## src/rtl/watchdog_timer_avs.sv

```systemverilog
// Avalon-MM watchdog timer: software/pin-armed down-counter with early-warning IRQ
// and a fixed-length reset_out bite on expiry or on a bad kick key.
module watchdog_timer_avs #(
  parameter logic [31:0] DEFAULT_TIMEOUT = 32'd50000000,
  parameter int unsigned PULSE_LEN       = 16,
  parameter logic [31:0] WARN_CYCLES     = 32'd1000000,
  parameter logic [31:0] KICK_KEY        = 32'h0000A5A5
) (
  input  logic        clk,
  input  logic        reset,
  input  logic [1:0]  avs_address,
  input  logic        avs_read,
  input  logic        avs_write,
  input  logic [31:0] avs_writedata,
  output logic [31:0] avs_readdata,
  input  logic        wdt_enable,
  output logic        irq,
  output logic        reset_out
);

  typedef enum logic [1:0] {IDLE, COUNT, BITE} state_t;

  localparam logic [7:0] PULSE_LAST = 8'(PULSE_LEN - 1);

  state_t      state, state_next;
  logic        en, irq_en;
  logic [31:0] load_reg, count;
  logic        timeout_f, warn_f;
  logic [7:0]  pulse_cnt;

  logic        active;
  logic        wr_ctrl, wr_load, wr_kick, wr_status;
  logic        kick_ok, kick_bad;
  logic        bite_end;
  logic        reload, dec, set_timeout, set_warn;
  logic        timeout_next, warn_next, irq_en_next;
  logic [31:0] rd_mux;

  always_comb begin
    active    = en & wdt_enable;
    wr_ctrl   = avs_write && (avs_address == 2'd0);
    wr_load   = avs_write && (avs_address == 2'd1);
    wr_kick   = avs_write && (avs_address == 2'd2);
    wr_status = avs_write && (avs_address == 2'd3);
    kick_ok   = wr_kick && (avs_writedata == KICK_KEY);
    kick_bad  = wr_kick && (avs_writedata != KICK_KEY);
    bite_end  = (state == BITE) && (pulse_cnt == PULSE_LAST);
  end

  always_ff @(posedge clk) begin
    if (reset) state <= IDLE;
    else       state <= state_next;
  end

  // Losing 'active' takes priority over everything, so a disarm never bites.
  always_comb begin
    state_next = state;
    case (state)
      IDLE:  if (active) state_next = COUNT;
      COUNT: begin
        if (!active)                         state_next = IDLE;
        else if (kick_bad)                   state_next = BITE;
        else if (!kick_ok && count == '0)    state_next = BITE;
      end
      BITE:  if (bite_end) state_next = IDLE;
      default: state_next = IDLE;
    endcase
  end

  always_comb begin
    reload      = 1'b0;
    dec         = 1'b0;
    set_timeout = 1'b0;
    set_warn    = 1'b0;
    case (state)
      IDLE:  reload = active;
      COUNT: begin
        if (active) begin
          if (kick_ok)             reload      = 1'b1;
          else if (kick_bad)       set_timeout = 1'b1;
          else if (count == '0)    set_timeout = 1'b1;
          else begin
            dec      = 1'b1;
            set_warn = (count == WARN_CYCLES);
          end
        end
      end
      default: ;
    endcase
  end

  // A new event wins over a simultaneous write-1-to-clear.
  always_comb begin
    timeout_next = (timeout_f & ~(wr_status & avs_writedata[0])) | set_timeout;
    warn_next    = (warn_f    & ~(wr_status & avs_writedata[1])) | set_warn;
    irq_en_next  = wr_ctrl ? avs_writedata[1] : irq_en;
  end

  always_comb begin
    rd_mux = '0;
    case (avs_address)
      2'd0: rd_mux = {30'd0, irq_en, en};
      2'd1: rd_mux = load_reg;
      2'd2: rd_mux = count;
      2'd3: rd_mux = {28'd0, wdt_enable, state == COUNT, warn_f, timeout_f};
      default: rd_mux = '0;
    endcase
  end

  always_ff @(posedge clk) begin
    if (reset) begin
      en           <= 1'b0;
      irq_en       <= 1'b0;
      load_reg     <= DEFAULT_TIMEOUT;
      count        <= DEFAULT_TIMEOUT;
      timeout_f    <= 1'b0;
      warn_f       <= 1'b0;
      pulse_cnt    <= '0;
      reset_out    <= 1'b0;
      irq          <= 1'b0;
      avs_readdata <= '0;
    end else begin
      if (wr_ctrl) begin
        en     <= avs_writedata[0];
        irq_en <= avs_writedata[1];
      end
      if (bite_end) en <= 1'b0;
      if (wr_load && !en) load_reg <= avs_writedata;
      if (reload)      count <= load_reg;
      else if (dec)    count <= count - 32'd1;
      timeout_f <= timeout_next;
      warn_f    <= warn_next;
      pulse_cnt <= (state == BITE) ? pulse_cnt + 8'd1 : '0;
      reset_out <= (state == BITE);
      irq       <= warn_next & irq_en_next;
      if (avs_read) avs_readdata <= rd_mux;
    end
  end

endmodule
```

## config.mk

```make
export PLATFORM = sky130hd
export DESIGN_NAME = watchdog_timer_avs
export DESIGN_NICKNAME = d
export VERILOG_FILES = /design/src/rtl/watchdog_timer_avs.sv
export SDC_FILE = /design/constraint.sdc
export NUM_CORES = 1
export LEC_CHECK = 0
export ABC_AREA = 1
export CORE_MARGIN = 3
export CORE_UTILIZATION = 41
export CTS_CLUSTER_DIAMETER = 200
export DETAILED_ROUTE_END_ITERATION = 8
export PLACE_DENSITY = 0.73
export SLEW_MARGIN = 20
export SYNTH_ARGS = -nofsm -noshare
export SYNTH_HDL_FRONTEND = slang
export SYNTH_SLANG_ARGS = --single-unit
export TNS_END_PERCENT = 1
```

## constraint.sdc

```tcl
create_clock -name clk -period 1.9 [get_ports clk]
set_input_delay 0.19 -clock clk [delete_from_list [all_inputs] [get_ports clk]]
set_output_delay 0.19 -clock clk [all_outputs]
set_load 0.03 [all_outputs]
```

==> results.py, run 1 <==
metrics = {
    "outcome": {
        "status": "finished clean",
    },
    "drt": {
        "final_antenna_net_count": 0,
        "drt-wirelength-per-cell_um": 14.3,
        "dr.max_layer_used": "met4",
        "vias_per_cell": 5.13,
        "met2_length_um": 7640,
        "drt-total-wl_um": 16800,
        "wl_met3_um": 952,
        "drt-met1-wl_um": 7900,
        "drt_iter0_markers": 444,
        "drc": 0,
        "vias": 6051,
        "first_pass_iters": 6,
    },
    "clocking": {
        "max-clock-path-buffers": 2,
        "postCtsHoldBufs": 0,
        "insertion_delay_ps": 360,
        "cts-buffers-inserted": 9,
        "root_buffer": "clkbuf_16",
        "cts_tree": "yes",
        "clock_sinks": 112,
        "htree_levels": 3,
        "clk_pin_slew_ps": 80,
        "postCtsSetupRepairBufs": 0,
    },
    "sta": {
        "grt_setup_unrepaired": "false",
        "drv_slew": 0,
        "worst_pin_slew_ps": 332,
        "period_needed_ps": 1760,
        "slew_headroom_pct": 77.8,
        "min_period_over_period_pct": 92.5,
        "hold_violations": 0,
        "setup_viol": 0,
        "final.setup_skew_ps": 9.87,
        "clock.fmax_ghz": 0.569,
    },
    "power_and_ir_drop": {
        "power_density_nw_per_um2": 687,
        "ir_drop_v": 0.000445,
        "total_power_mw": 5.07,
        "p_leak_nw": 3.32,
    },
    "placement": {
        "port_buffers": 72,
        "gp_congestion": 0.960,
        "dp_cells": 1163,
        "dp_hpwl_um": 12400,
    },
    "floorplanning": {
        "fp-row-count": 43,
        "dieArea_um2": 15900,
        "die_width_um": 126,
        "start_util_pct": 42.4,
        "die_y_um": 126,
        "boundaryPins": 73,
        "core-area_um2": 14000,
    },
    "yosys": {
        "synth_warnings": 0,
        "ys_types": 34,
        "synth_seq_cells": 112,
        "synth_area_um2": 5930,
        "syn_inst": 909,
        "synth_area_per_cell_um2": 6.52,
        "syn_nets": 951,
        "ys_seq_area_share_pct": 37.8,
    },
    "critical_path": {
        "path_class": "reg -> reg",
        "worst_ep_arrival_time_ps": 1990,
        "cp_max_fo": 31,
        "cp_data_required_time_ps": 2130,
        "cp-start-kind": "register",
        "end_kind": "register",
    },
    "global_routing": {
        "grt_pass1_wl_um": 27400,
        "overflow": 0,
        "grt_max_degree": 64,
        "antenna_found_initial": 0,
        "grt_pass1_vias": 5572,
        "track_usage_pct": 21.0,
    },
    "final_layout": {
        "area_growth_pct": 24.4,
        "antenna_cells": 0,
        "nFillCells": 1393,
        "fin_cells": 1179,
        "layout-drive-gt1-share_pct": 8.71,
        "nets": 1036,
        "fin_util_pct": 52.7,
    },
    "run": {
        "maxCapViolations": 0,
    },
    "min_path": {
        "hold_path_class": "in -> reg",
    },
}
through the flow:
stage          area [um2]  hold slack, ps  worst slack (ps)  setup TNS (ps)
3_5_place_dp         7070             439              -112           -1980
4_1_cts              7360             332              71.5               0
2_1_floorplan        5930             316               371               0
6_report             7380             302               143               0
3_3_place_gp         7070             430             -91.6           -1710
5_1_grt              7380             346              11.4               0
layer usage:
layer | track usage, % | vias to the layer above
met5 | 0 | -
met3 | 3.35 | 27
met2 | 33.2 | 197
met4 | 7.51 | 0
met1 | 29.1 | 2751
li1 | - | 3076
kinds of logic after synthesis:
kind of cell	after synthesis	synth area share, %
and+or+nand+nor	471	33.5
AOI/OAI and AO/OA	133	13.8
xor gates and xnor gates	17	2.51
DFF	112	37.8
adders and majority gates	3	0.633
buffers and inverters	173	11.8
critical path, cell delays in order, from the launching register on:
cell and delay, ps:
dfxtp_1 330, inv_2 110, ha_1 170, nand2_1 80, nor2_1 160, nand2_1 80
o21ai_2 200, nor2_4 60, buf_12 170, nand2_1 70, nand2_1 60, inv_1 60
a21oi_1 60
report_power, final:
part           leakage (nW)  switching, mW  internal, mW
logic                  2.27          0.396         0.294
registers             0.914         0.0725          2.44
clock network         0.134          0.927         0.946
total                  3.32           1.40          3.68
final timing paths:
kind / startpoint / endpoint / slack, ps / cells past startpoint
worst max-delay path: count[0] / count[11] / 140 / 12
worst min-delay path: avs_read / avs_readdata[3] / 300 / 4
worst max register to register: count[0] / count[11] / 140 / 12
worst min register to register: pulse_cnt[0] / pulse_cnt[0] / 450 / 1
cells in the mapped netlist (all sizes together):
cell type,count,area [um2]
clkinv,1,3.75
nand2,214,813
ha,3,37.5
a31o,2,17.5
buf,13,98.8
nor4,2,12.5
xor2,17,149
inv,131,492
o221ai,24,210
clkbuf,28,105
o211ai,17,128
and2,5,31.3
a21oi,33,169
o21ai,55,279
nor3b,1,7.51
nand3,80,405
o22ai,1,6.26
nor3,12,75.1
a221oi,1,8.76
nor2,150,596
dfxtp,112,2240
nand4,7,43.8
placed cells by master (no fill, tap or decap), types with 9 or more instances in the layout:
| master | synthesis | final |
|---|---|---|
| o211ai_1 | 17 | 17 |
| a21oi_1 | 32 | 32 |
| clkbuf_16 | 0 | 9 |
| buf_4 | 4 | 37 |
| o21ai_0 | 45 | 45 |
| nor3_1 | 9 | 9 |
| inv_1 | 129 | 127 |
| clkdlybuf4s50_1 | 0 | 71 |
| dfxtp_1 | 112 | 112 |
| nor2_1 | 143 | 139 |
| xor2_1 | 17 | 17 |
| o221ai_1 | 24 | 24 |
| o21ai_1 | 9 | 9 |
| nand3_1 | 79 | 79 |
| nand2_1 | 210 | 210 |
layout make-up:
type	instances	area, um2	area share [%]
Multi-Input combinational cell	624	3010	40.8
Sequential cell	112	2240	30.4
Timing Repair Buffer	115	1110	15.1
Inverter	132	495	6.72
Clock buffer	10	239	3.24
Tap cell	180	225	3.05
Clock inverter	6	51.3	0.695
timing repair:
item	in CTS	in global routing
hold endpoints to repair	0	0
resized for setup	0	6
setup endpoints to repair	0	22
(Power assumes the default switching activity.)
==> run 2, diff against run 1 <==
CORE_ASPECT_RATIO = 2   (was unset)
==> run 2 against run 1 <==
Against the previous run: worst setup slack improved by 14 ps; flip-flop and latch count unchanged; sequential share of layout area is 1.1 points lower; largest power group unchanged; via count increased by 2.4%; cell count grew 3.0%; clock skew is 1.9 ps lower; wire length is 4.6% higher; combinational power is 4.9% higher; largest cell class unchanged; final area increased by 3.8%; die area up 0.55%; first-iteration DRC count down 15%.
==> results.py, run 2 (same netlist as run 1, synthesis figures left out) <==
metrics = {
    "outcome": {
        "status": "finished clean",
    },
    "power_and_ir_drop": {
        "intPower_mw": 4.06,
        "power_density_nw_per_um2": 712,
        "p_leak_nw": 3.48,
        "switchingPower_mw": 1.39,
        "ir_drop_v": 0.000548,
        "switching_share_pct": 25.5,
        "clockPowerShare_pct": 40.8,
        "seq_power_share_pct": 45.9,
        "combPwrFrac_pct": 13.3,
    },
    "final_layout": {
        "area_growth_pct": 29.1,
        "mostFrequentLayoutCells": "nand2_1, nor2_1, inv_1, dfxtp_1, nand3_1",
        "multi_input_area_um2": 3040,
        "antenna_cells": 0,
        "layout-drive-gt1-share_pct": 11.8,
        "nFillCells": 1424,
        "final_common_cell": "nand2_1",
        "regArea_um2": 2240,
        "fin_area_um2": 7660,
        "fin_cells": 1214,
        "nets": 1062,
    },
    "sta": {
        "clock.fmax_ghz": 0.574,
        "drv_slew": 0,
        "min_period_over_period_pct": 91.7,
        "slew_headroom_pct": 74.4,
        "setup_viol": 0,
        "grt_setup_unrepaired": "false",
        "holdWs_ps": 359,
        "setup_ws_ps": 158,
        "hold_violations": 0,
        "final.setup_skew_ps": 7.96,
        "worst_pin_slew_ps": 385,
        "period_needed_ps": 1740,
    },
    "critical_path": {
        "path_class": "reg -> reg",
        "worst_ep_arrival_time_ps": 1970,
        "reg2regPathDepth": 12,
        "worstReg2RegEnd": "count[29]",
        "cp_data_required_time_ps": 2130,
        "r2r_start": "count[1]",
        "cp_max_fo": 13,
        "end_kind": "register",
        "cp-start-kind": "register",
        "rrSetupSlack_ps": 160,
    },
    "drt": {
        "drt-wirelength-per-cell_um": 14.5,
        "first_pass_iters": 5,
        "drt-met1-wl_um": 6540,
        "drt-total-wl_um": 17600,
        "vias_per_cell": 5.10,
        "dr.max_layer_used": "met4",
        "wl_met3_um": 504,
        "drt_iter0_markers": 376,
        "vias": 6196,
        "final_antenna_net_count": 0,
        "drc": 0,
        "met2_length_um": 9690,
    },
    "clocking": {
        "cts_tree": "yes",
        "clk_pin_slew_ps": 80,
        "htree_levels": 3,
        "insertion_delay_ps": 360,
        "cts-buffers-inserted": 9,
        "clock_sinks": 112,
        "root_buffer": "clkbuf_16",
        "max-clock-path-buffers": 2,
        "postCtsSetupRepairBufs": 0,
    },
    "global_routing": {
        "grt_pass1_vias": 6024,
        "grt_max_degree": 49,
        "grt_pass1_wl_um": 28700,
        "antenna_found_initial": 0,
        "track_usage_pct": 22.3,
        "overflow": 0,
    },
    "min_path": {
        "hold-path-endpoint": "avs_readdata[18]",
        "holdPathStages": 4,
        "hold_path_class": "in -> reg",
        "hold_path.startpoint": "avs_read",
    },
    "placement": {
        "port_buffers": 72,
        "dpl_cell_area_um2": 7270,
        "dp_cells": 1198,
        "dp_hpwl_um": 13900,
        "gp_congestion": 0.974,
        "place_ws_ps": -321,
    },
    "floorplanning": {
        "boundaryPins": 73,
        "start_util_pct": 42.2,
        "die_width_um": 91.0,
        "core-area_um2": 14000,
        "fp-row-count": 61,
        "die_y_um": 176,
        "dieArea_um2": 16000,
    },
    "run": {
        "maxCapViolations": 0,
    },
}
-- run 2: power groups by stage --
stage	Combinational (mW)	Sequential [mW]	Clock (mW)
final	0.724	2.50	2.22
after global routing	0.790	2.52	2.34
after CTS	0.723	2.50	2.25
after detailed placement	0.720	2.56	0
after global placement	0.713	2.56	0
after floorplan	0.299	2.61	0
-- run 2: layout make-up --
cell class | instances | area share (%)
inverters | 132 | 6.47
repair buffers | 141 | 16.9
clock buffers | 9 | 2.94
well taps | 189 | 3.09
multi-input cells | 624 | 39.6
clock inverters | 7 | 1.65
flip-flops and latches | 112 | 29.3
-- run 2: critical path: stages, from the launching register on --
cell and delay (ps):
dfxtp_1 310, inv_1 120, ha_1 170, nand2_1 80, nor2_1 150, nand2_1 90
o21ai_2 210, nor2_4 60, buf_4 190, nand2_1 90, nand2_1 50, inv_1 40
a21oi_1 50
-- run 2: per-layer routing --
metal	track usage (%)	vias up
li1	-	3130
met3	2.47	50
met1	23.4	2861
met5	0	-
met4	12.5	0
met2	42.3	155
-- run 2: stage by stage --
step                      utilization [%]  setup TNS (ps)  total power, mW
after global routing                 54.5               0             5.64
after CTS                            54.2               0             5.48
after floorplan                         -               0             2.91
after global placement               51.7           -7730             3.27
after detailed placement             51.7           -7730             3.28
final                                54.5               0             5.45
-- run 2: worst max-delay path by stage --
stage,cells past startpoint,start,slack (ps),end
after floorplan,9,count[0],370,count[20]
after global placement,13,avs_writedata[2],-330,count[24]
after detailed placement,13,avs_writedata[2],-320,count[24]
after CTS,9,count[0],20,count[20]
after global routing,11,count[24],3,count[29]
final,12,count[1],160,count[29]
-- run 2: what timing repair did --
item | 4_1_cts | 5_1_grt
gates resized for setup | 0 | 14
setup endpoints to repair | 0 | 26
hold buffers | 0 | 0
hold endpoints to repair | 0 | 0
==> patch 1 (settings of run 2) <==
Register the output `irq` once more; this adds one clock of latency there. The other outputs are not delayed to match.
--- a/src/rtl/watchdog_timer_avs.sv
+++ b/src/rtl/watchdog_timer_avs.sv
@@ -22,4 +22,6 @@
 
   localparam logic [7:0] PULSE_LAST = 8'(PULSE_LEN - 1);
+
+  logic irq_s0;
 
   state_t      state, state_next;
@@ -118,5 +120,5 @@
       pulse_cnt    <= '0;
       reset_out    <= 1'b0;
-      irq          <= 1'b0;
+      irq_s0       <= 1'b0;
       avs_readdata <= '0;
     end else begin
@@ -133,8 +135,12 @@
       pulse_cnt <= (state == BITE) ? pulse_cnt + 8'd1 : '0;
       reset_out <= (state == BITE);
-      irq       <= warn_next & irq_en_next;
+      irq_s0    <= warn_next & irq_en_next;
       if (avs_read) avs_readdata <= rd_mux;
     end
   end
 
+  always_ff @(posedge clk) begin
+    irq <= irq_s0;
+  end
+
 endmodule
Behaviour: same outputs for any inputs over 4 cycles, from zero or initial values and one cycle with reset high; that may be too few to reach the edited logic, so the function may still have changed.
==> patch 1 against run 2 <==
Cell area grew 4.2%; non-clock buffer count grew 3; synthesized area grew 0.34%; setup slack lost 16 ps; critical path depth shrank 4; first-iteration DRC count grew 22%; sequential cell count grew 1; power grew 20%; global-route usage grew 1.5 points; routed wire length grew 5.0%; critical path type unchanged; largest cell class unchanged.
==> patch 1: results (changes against run 2) <==
- DP Wirelength: 14.01 mm (was 13.85 mm)
- Commonest cells post-synth: nand2_1, nor2_1, inv_1 (unchanged)
- Clock Path Buffers: 2 (unchanged)
- Placed cell area: 7346 sq um (was 7266 sq um)
- Net Count, Synth: 952 (was 951)
- Met3 Use GR: 4.051% (was 2.473%)
- Yosys warnings: 0 (unchanged)
- Leakage power: 3.638 nW (was 3.479 nW)
- Clock skew: 6.462 ps (was 7.964 ps)
- Worst-path clk slew: 60 ps (was 80 ps)
- Actual slew at the worst max-slew pin: 373.5 ps (was 384.6 ps)
- Initial antenna violation count: 0 (unchanged)
- FF-to-FF setup slack: 140 ps (was 160 ps)
- Root buf cell: clkbuf_16 (unchanged)
- Min Hold Slack: 311.7 ps (was 359.3 ps)
- Share of cells above drive strength 1: 12.63% (was 11.80%)
- Slowest cell on the critical path: dfxtp_1 (unchanged)
- Library cells used by synthesis: 34 (unchanged)
- Drt first-iter violations: 459 (was 376)
- Max H-tree Level: 4 (was 3)
- Peak VDD IR: 0.0006449 V (was 0.0005482 V)
- Met1 Track Usage GR: 23.15% (was 23.44%)
- Cell count of the worst hold path: 4 (unchanged)
- Clock latency on the worst-skew pair: 420 ps (was 360 ps)
- Vias per inst: 5.112 (was 5.104)
- Number of synthesized flops with an enable pin: 0 (unchanged)
- HP Class: in -> reg (unchanged)
- Vias in the first global route: 6450 (was 6024)
- Routability congestion estimate: 0.9566 (was 0.9738)
- DRT Pass-1 Iters: 5 (unchanged)
- Finish-stage setup viols: 0 (unchanged)
- Fin. Hold Viols: 0 (unchanged)
- GRT Total Usage: 23.84% (was 22.31%)
- Arrival time worst endpoint: 2100 ps (was 1970 ps)
- DRT Wirelength: 18.51 mm (was 17.62 mm)
- Status: completed (unchanged)
- Top cells by area, synth: dfxtp_1, nand2_1, nor2_1 (unchanged)
- Remaining Overflow, GRT: 0 (unchanged)
- Async set-reset flop share out of synthesis: 0% (unchanged)
- Net Sw Frac: 25.88% (was 25.49%)
- Met2 usage: 44.88% (was 42.26%)
- Nets: 1074 (was 1062)
- I/O Buffers: 72 (unchanged)
- CP max stage delay: 380 ps (was 310 ps)
- First-pass GRT wire length: 30.50 mm (was 28.70 mm)
- Worst reg2reg path depth: 8 (was 12)
- CP Max Fanout: 8 (was 13)
- CTS Buf Count: 17 (was 9)
- Detail Route Antenna Nets: 0 (unchanged)
- Ant diodes: 0 (unchanged)
- Main synth FF type: dfxtp_1 (unchanged)
- Largest net degree at the start of global routing: 50 (was 49)
- Sequential-to-total area share from yosys stat: 38.02% (was 37.81%)
patch 1: cell count changes in the layout (fill, tap and decap cells not counted), moves of 2 or more:
cell and change:
nor2_2 -4, clkbuf_16 +8, clkinv_4 +3, nor3_2 -2, nor2_1 +5, clkinvlp_4 +3, buf_12 +3, clkinv_2 +2
patch 1: routing by layer:
layer / wire length (microns) / up-vias / share of wire (%)
li1: - / 3159 / -
met1: 6578 / 2902 / 36
met2: 10160 / 176 / 55
met3: 674 / 71 / 3.6
met4: 1091 / 0 / 5.9
met5: 0 / - / 0
patch 1: cell type report:
cell class	instances	area (sq um)
multi-input cells	624	3014
inverters	132	495.5
well taps	189	236.5
clock buffers	17	425.4
flip-flops and latches	113	2262
fillers	1364	6068
repair buffers	144	1356
clock inverters	15	185.2
patch 1: power by group through the flow:
stage | logic, mW | registers [mW] | clock network, mW
floorplan | 0.299 | 2.63 | 0
global placement | 0.726 | 2.58 | 0
detailed placement | 0.733 | 2.58 | 0
CTS | 0.740 | 2.53 | 3.31
global route | 0.813 | 2.54 | 3.42
finish | 0.741 | 2.53 | 3.29
patch 1: cells by family (layout without fill, tap and decap cells):
logic type | Yosys count | count (layout) | share of synthesized area [%]
compound gates | 133 | 133 | 13.75
xor+xnor | 17 | 17 | 2.502
fa+ha+maj | 3 | 3 | 0.6308
buf+inv | 173 | 308 | 11.75
flops | 113 | 113 | 38.02
simple gates | 471 | 471 | 33.35
patch 1: worst paths after layout:
check | from | to
worst max-delay path | count[8] | count[6]
worst min-delay path | avs_read | avs_readdata[23]
worst max register to register | count[8] | count[6]
worst min register to register | irq_s0 | irq
patch 1: repair_timing:
| item | CTS | global route |
|---|---|---|
| buffers inserted | 0 | 0 |
| gates resized for setup | 0 | 6 |
| hold buffers | 0 | 0 |
| endpoints found under the setup margin | 0 | 10 |
patch 1: through the flow:
| step | worst slack [ps] | std cells |
|---|---|---|
| after global routing | 3.050 | 1234 |
| after CTS | 39.50 | 1234 |
| final | 142.0 | 1234 |
| after floorplan | 370.9 | 910 |
| after detailed placement | -118.8 | 1202 |
| after global placement | -94.89 | 1202 |
patch 1: worst max-delay path, delay by kind of cell (launching register included):
family,cells,cell delay [ps]
buffers and inverters,1,210
and+or+nand+nor,6,900
AOI/OAI and AO/OA,1,170
DFF,1,380
==> patch 2 (settings of run 2) <==
Without the edit above. Change the parameter `WARN_CYCLES` from 32'd1000000 to 32'd500000.
--- a/src/rtl/watchdog_timer_avs.sv
+++ b/src/rtl/watchdog_timer_avs.sv
@@ -4,5 +4,5 @@
   parameter logic [31:0] DEFAULT_TIMEOUT = 32'd50000000,
   parameter int unsigned PULSE_LEN       = 16,
-  parameter logic [31:0] WARN_CYCLES     = 32'd1000000,
+  parameter logic [31:0] WARN_CYCLES     = 32'd500000,
   parameter logic [31:0] KICK_KEY        = 32'h0000A5A5
 ) (
Behaviour: not the same (Yosys sat finds a counterexample within 10 cycles, from zero or initial values and one cycle with reset high).
==> patch 2 against run 2 <==
Clock skew about the same; routed wire length is 10% higher; via count increased by 2.3%; fmax decreased by 4.8%; sequential cell count unchanged; critical path depth unchanged; cell area up 1.5%; power decreased by 5.3%; setup slack got worse by 87 ps; synthesized area hardly changed.
==> patch 2: results (changes against run 2) <==
- Setup slack at placement: -300.9 ps (was -320.5 ps)
- Async set-reset flop share out of synthesis: 0% (unchanged)
- Peak VDD IR: 0.0004365 V (was 0.0005482 V)
- Main synth FF type: dfxtp_1 (unchanged)
- I/O Buffers: 72 (unchanged)
- Commonest cells post-synth: nand2_1, nor2_1, dfxtp_1 (was nand2_1, nor2_1, inv_1)
- Layout area overhead: 31.05% (was 29.11%)
- Drt first-iter violations: 398 (was 376)
- CP max stage delay: 350 ps (was 310 ps)
- DRT Wirelength: 19.45 mm (was 17.62 mm)
- Library cells used by synthesis: 36 (was 34)
- Net Count, Synth: 949 (was 951)
- CTS Buf Count: 9 (unchanged)
- Fillers: 1441 (was 1424)
- Clock Path Buffers: 2 (unchanged)
- Share of cells above drive strength 1: 15.62% (was 11.80%)
- Initial antenna violation count: 0 (unchanged)
- Met3 Use GR: 2.900% (was 2.473%)
- Top cells by area, synth: dfxtp_1, nand2_1, nor2_1 (unchanged)
- Worst reg2reg path depth: 12 (unchanged)
- Sequential-to-total area share from yosys stat: 37.82% (was 37.81%)
- Max H-tree Level: 3 (unchanged)
- Arrival time worst endpoint: 2130 ps (was 1970 ps)
- Status: completed (unchanged)
- Placed Instances: 1206 (was 1198)
- Met2 usage: 46.60% (was 42.26%)
- HP Class: in -> reg (unchanged)
- Ant diodes: 0 (unchanged)
- DRT Pass-1 Iters: 5 (unchanged)
- Root buf cell: clkbuf_16 (unchanged)
- Clock skew: 8.134 ps (was 7.964 ps)
- Largest net degree at the start of global routing: 45 (was 49)
- Met1 Track Usage GR: 23.82% (was 23.44%)
- Vias in the first global route: 6383 (was 6024)
- Yosys warnings: 0 (unchanged)
- Clock latency on the worst-skew pair: 360 ps (about the same)
- Placed cell area: 7363 sq um (was 7266 sq um)
- CP Max Fanout: 11 (was 13)
- First-pass GRT wire length: 31.15 mm (was 28.70 mm)
- Cell count of the worst hold path: 4 (unchanged)
- Kind of cell adding the most delay to the critical path: simple AND/OR/NAND/NOR gates (unchanged)
- Net Sw Frac: 28.23% (was 25.49%)
- Leakage power: 3.506 nW (was 3.479 nW)
- Worst-path clk slew: 80 ps (about the same)
- DP Wirelength: 14.92 mm (was 13.85 mm)
- Post-Synthesis Cells: 907 (was 909)
- Max-slew headroom: 74.37% (was 74.36%)
- Vias per inst: 5.169 (was 5.104)
- GRT Total Usage: 24.65% (was 22.31%)
- Nets: 1074 (was 1062)
- Routed via count: 6337 (was 6196)
- Routability congestion estimate: 0.9451 (was 0.9738)
==> patch 2: worst register-to-register path, delay by kind of cell, from the launching register on <==
family | cells | cell delay (ps)
compound gates | 1 | 140
flops | 1 | 350
simple gates | 8 | 850
buf+inv | 3 | 440
==> patch 2: repair_timing <==
action / CTS / global route
cloned: 0 / 1
pin swaps: 0 / 2
setup buffers: 0 / 3
setup endpoints to repair: 5 / 33
resized for setup: 1 / 22
==> patch 2: worst paths after layout <==
check	from	end	slack (ps)
setup reg to reg	count[22]	count[23]	70
hold / removal	avs_read	avs_readdata[4]	350
hold reg to reg	pulse_cnt[0]	pulse_cnt[0]	460
setup / recovery	count[22]	count[23]	70
==> patch 2: power by group through the flow <==
stage	registers, mW	clock network, mW	logic [mW]
5_1_grt	2.52	2.00	0.836
3_5_place_dp	2.56	0	0.753
4_1_cts	2.51	1.90	0.758
2_1_floorplan	2.62	0	0.299
6_report	2.51	1.88	0.765
3_3_place_gp	2.56	0	0.745
==> patch 2: kinds of logic after synthesis <==
| logic type | share of synthesized area (%) |
|---|---|
| AND/OR/NAND/NOR | 32.80 |
| buffers and inverters | 11.76 |
| AO/OA/AOI/OAI | 13.89 |
| flip-flops | 37.82 |
| XOR/XNOR | 3.103 |
| adder cells (fa/ha/maj) | 0.6332 |
==> patch 2: per-layer routing <==
metal | wire length, microns | vias up
li1 | - | 3139
met1 | 6638 | 2931
met2 | 10370 | 191
met3 | 657 | 76
met4 | 1781 | 0
met5 | 0 | -
==> patch 2: cell type report <==
type | count | area share [%]
clock buffer | 10 | 2.947
inverter | 134 | 6.474
clock inverter | 6 | 0.7409
multi-input combinational | 618 | 39.30
tap | 189 | 3.044
sequential | 112 | 28.88
timing repair buffer | 157 | 18.62
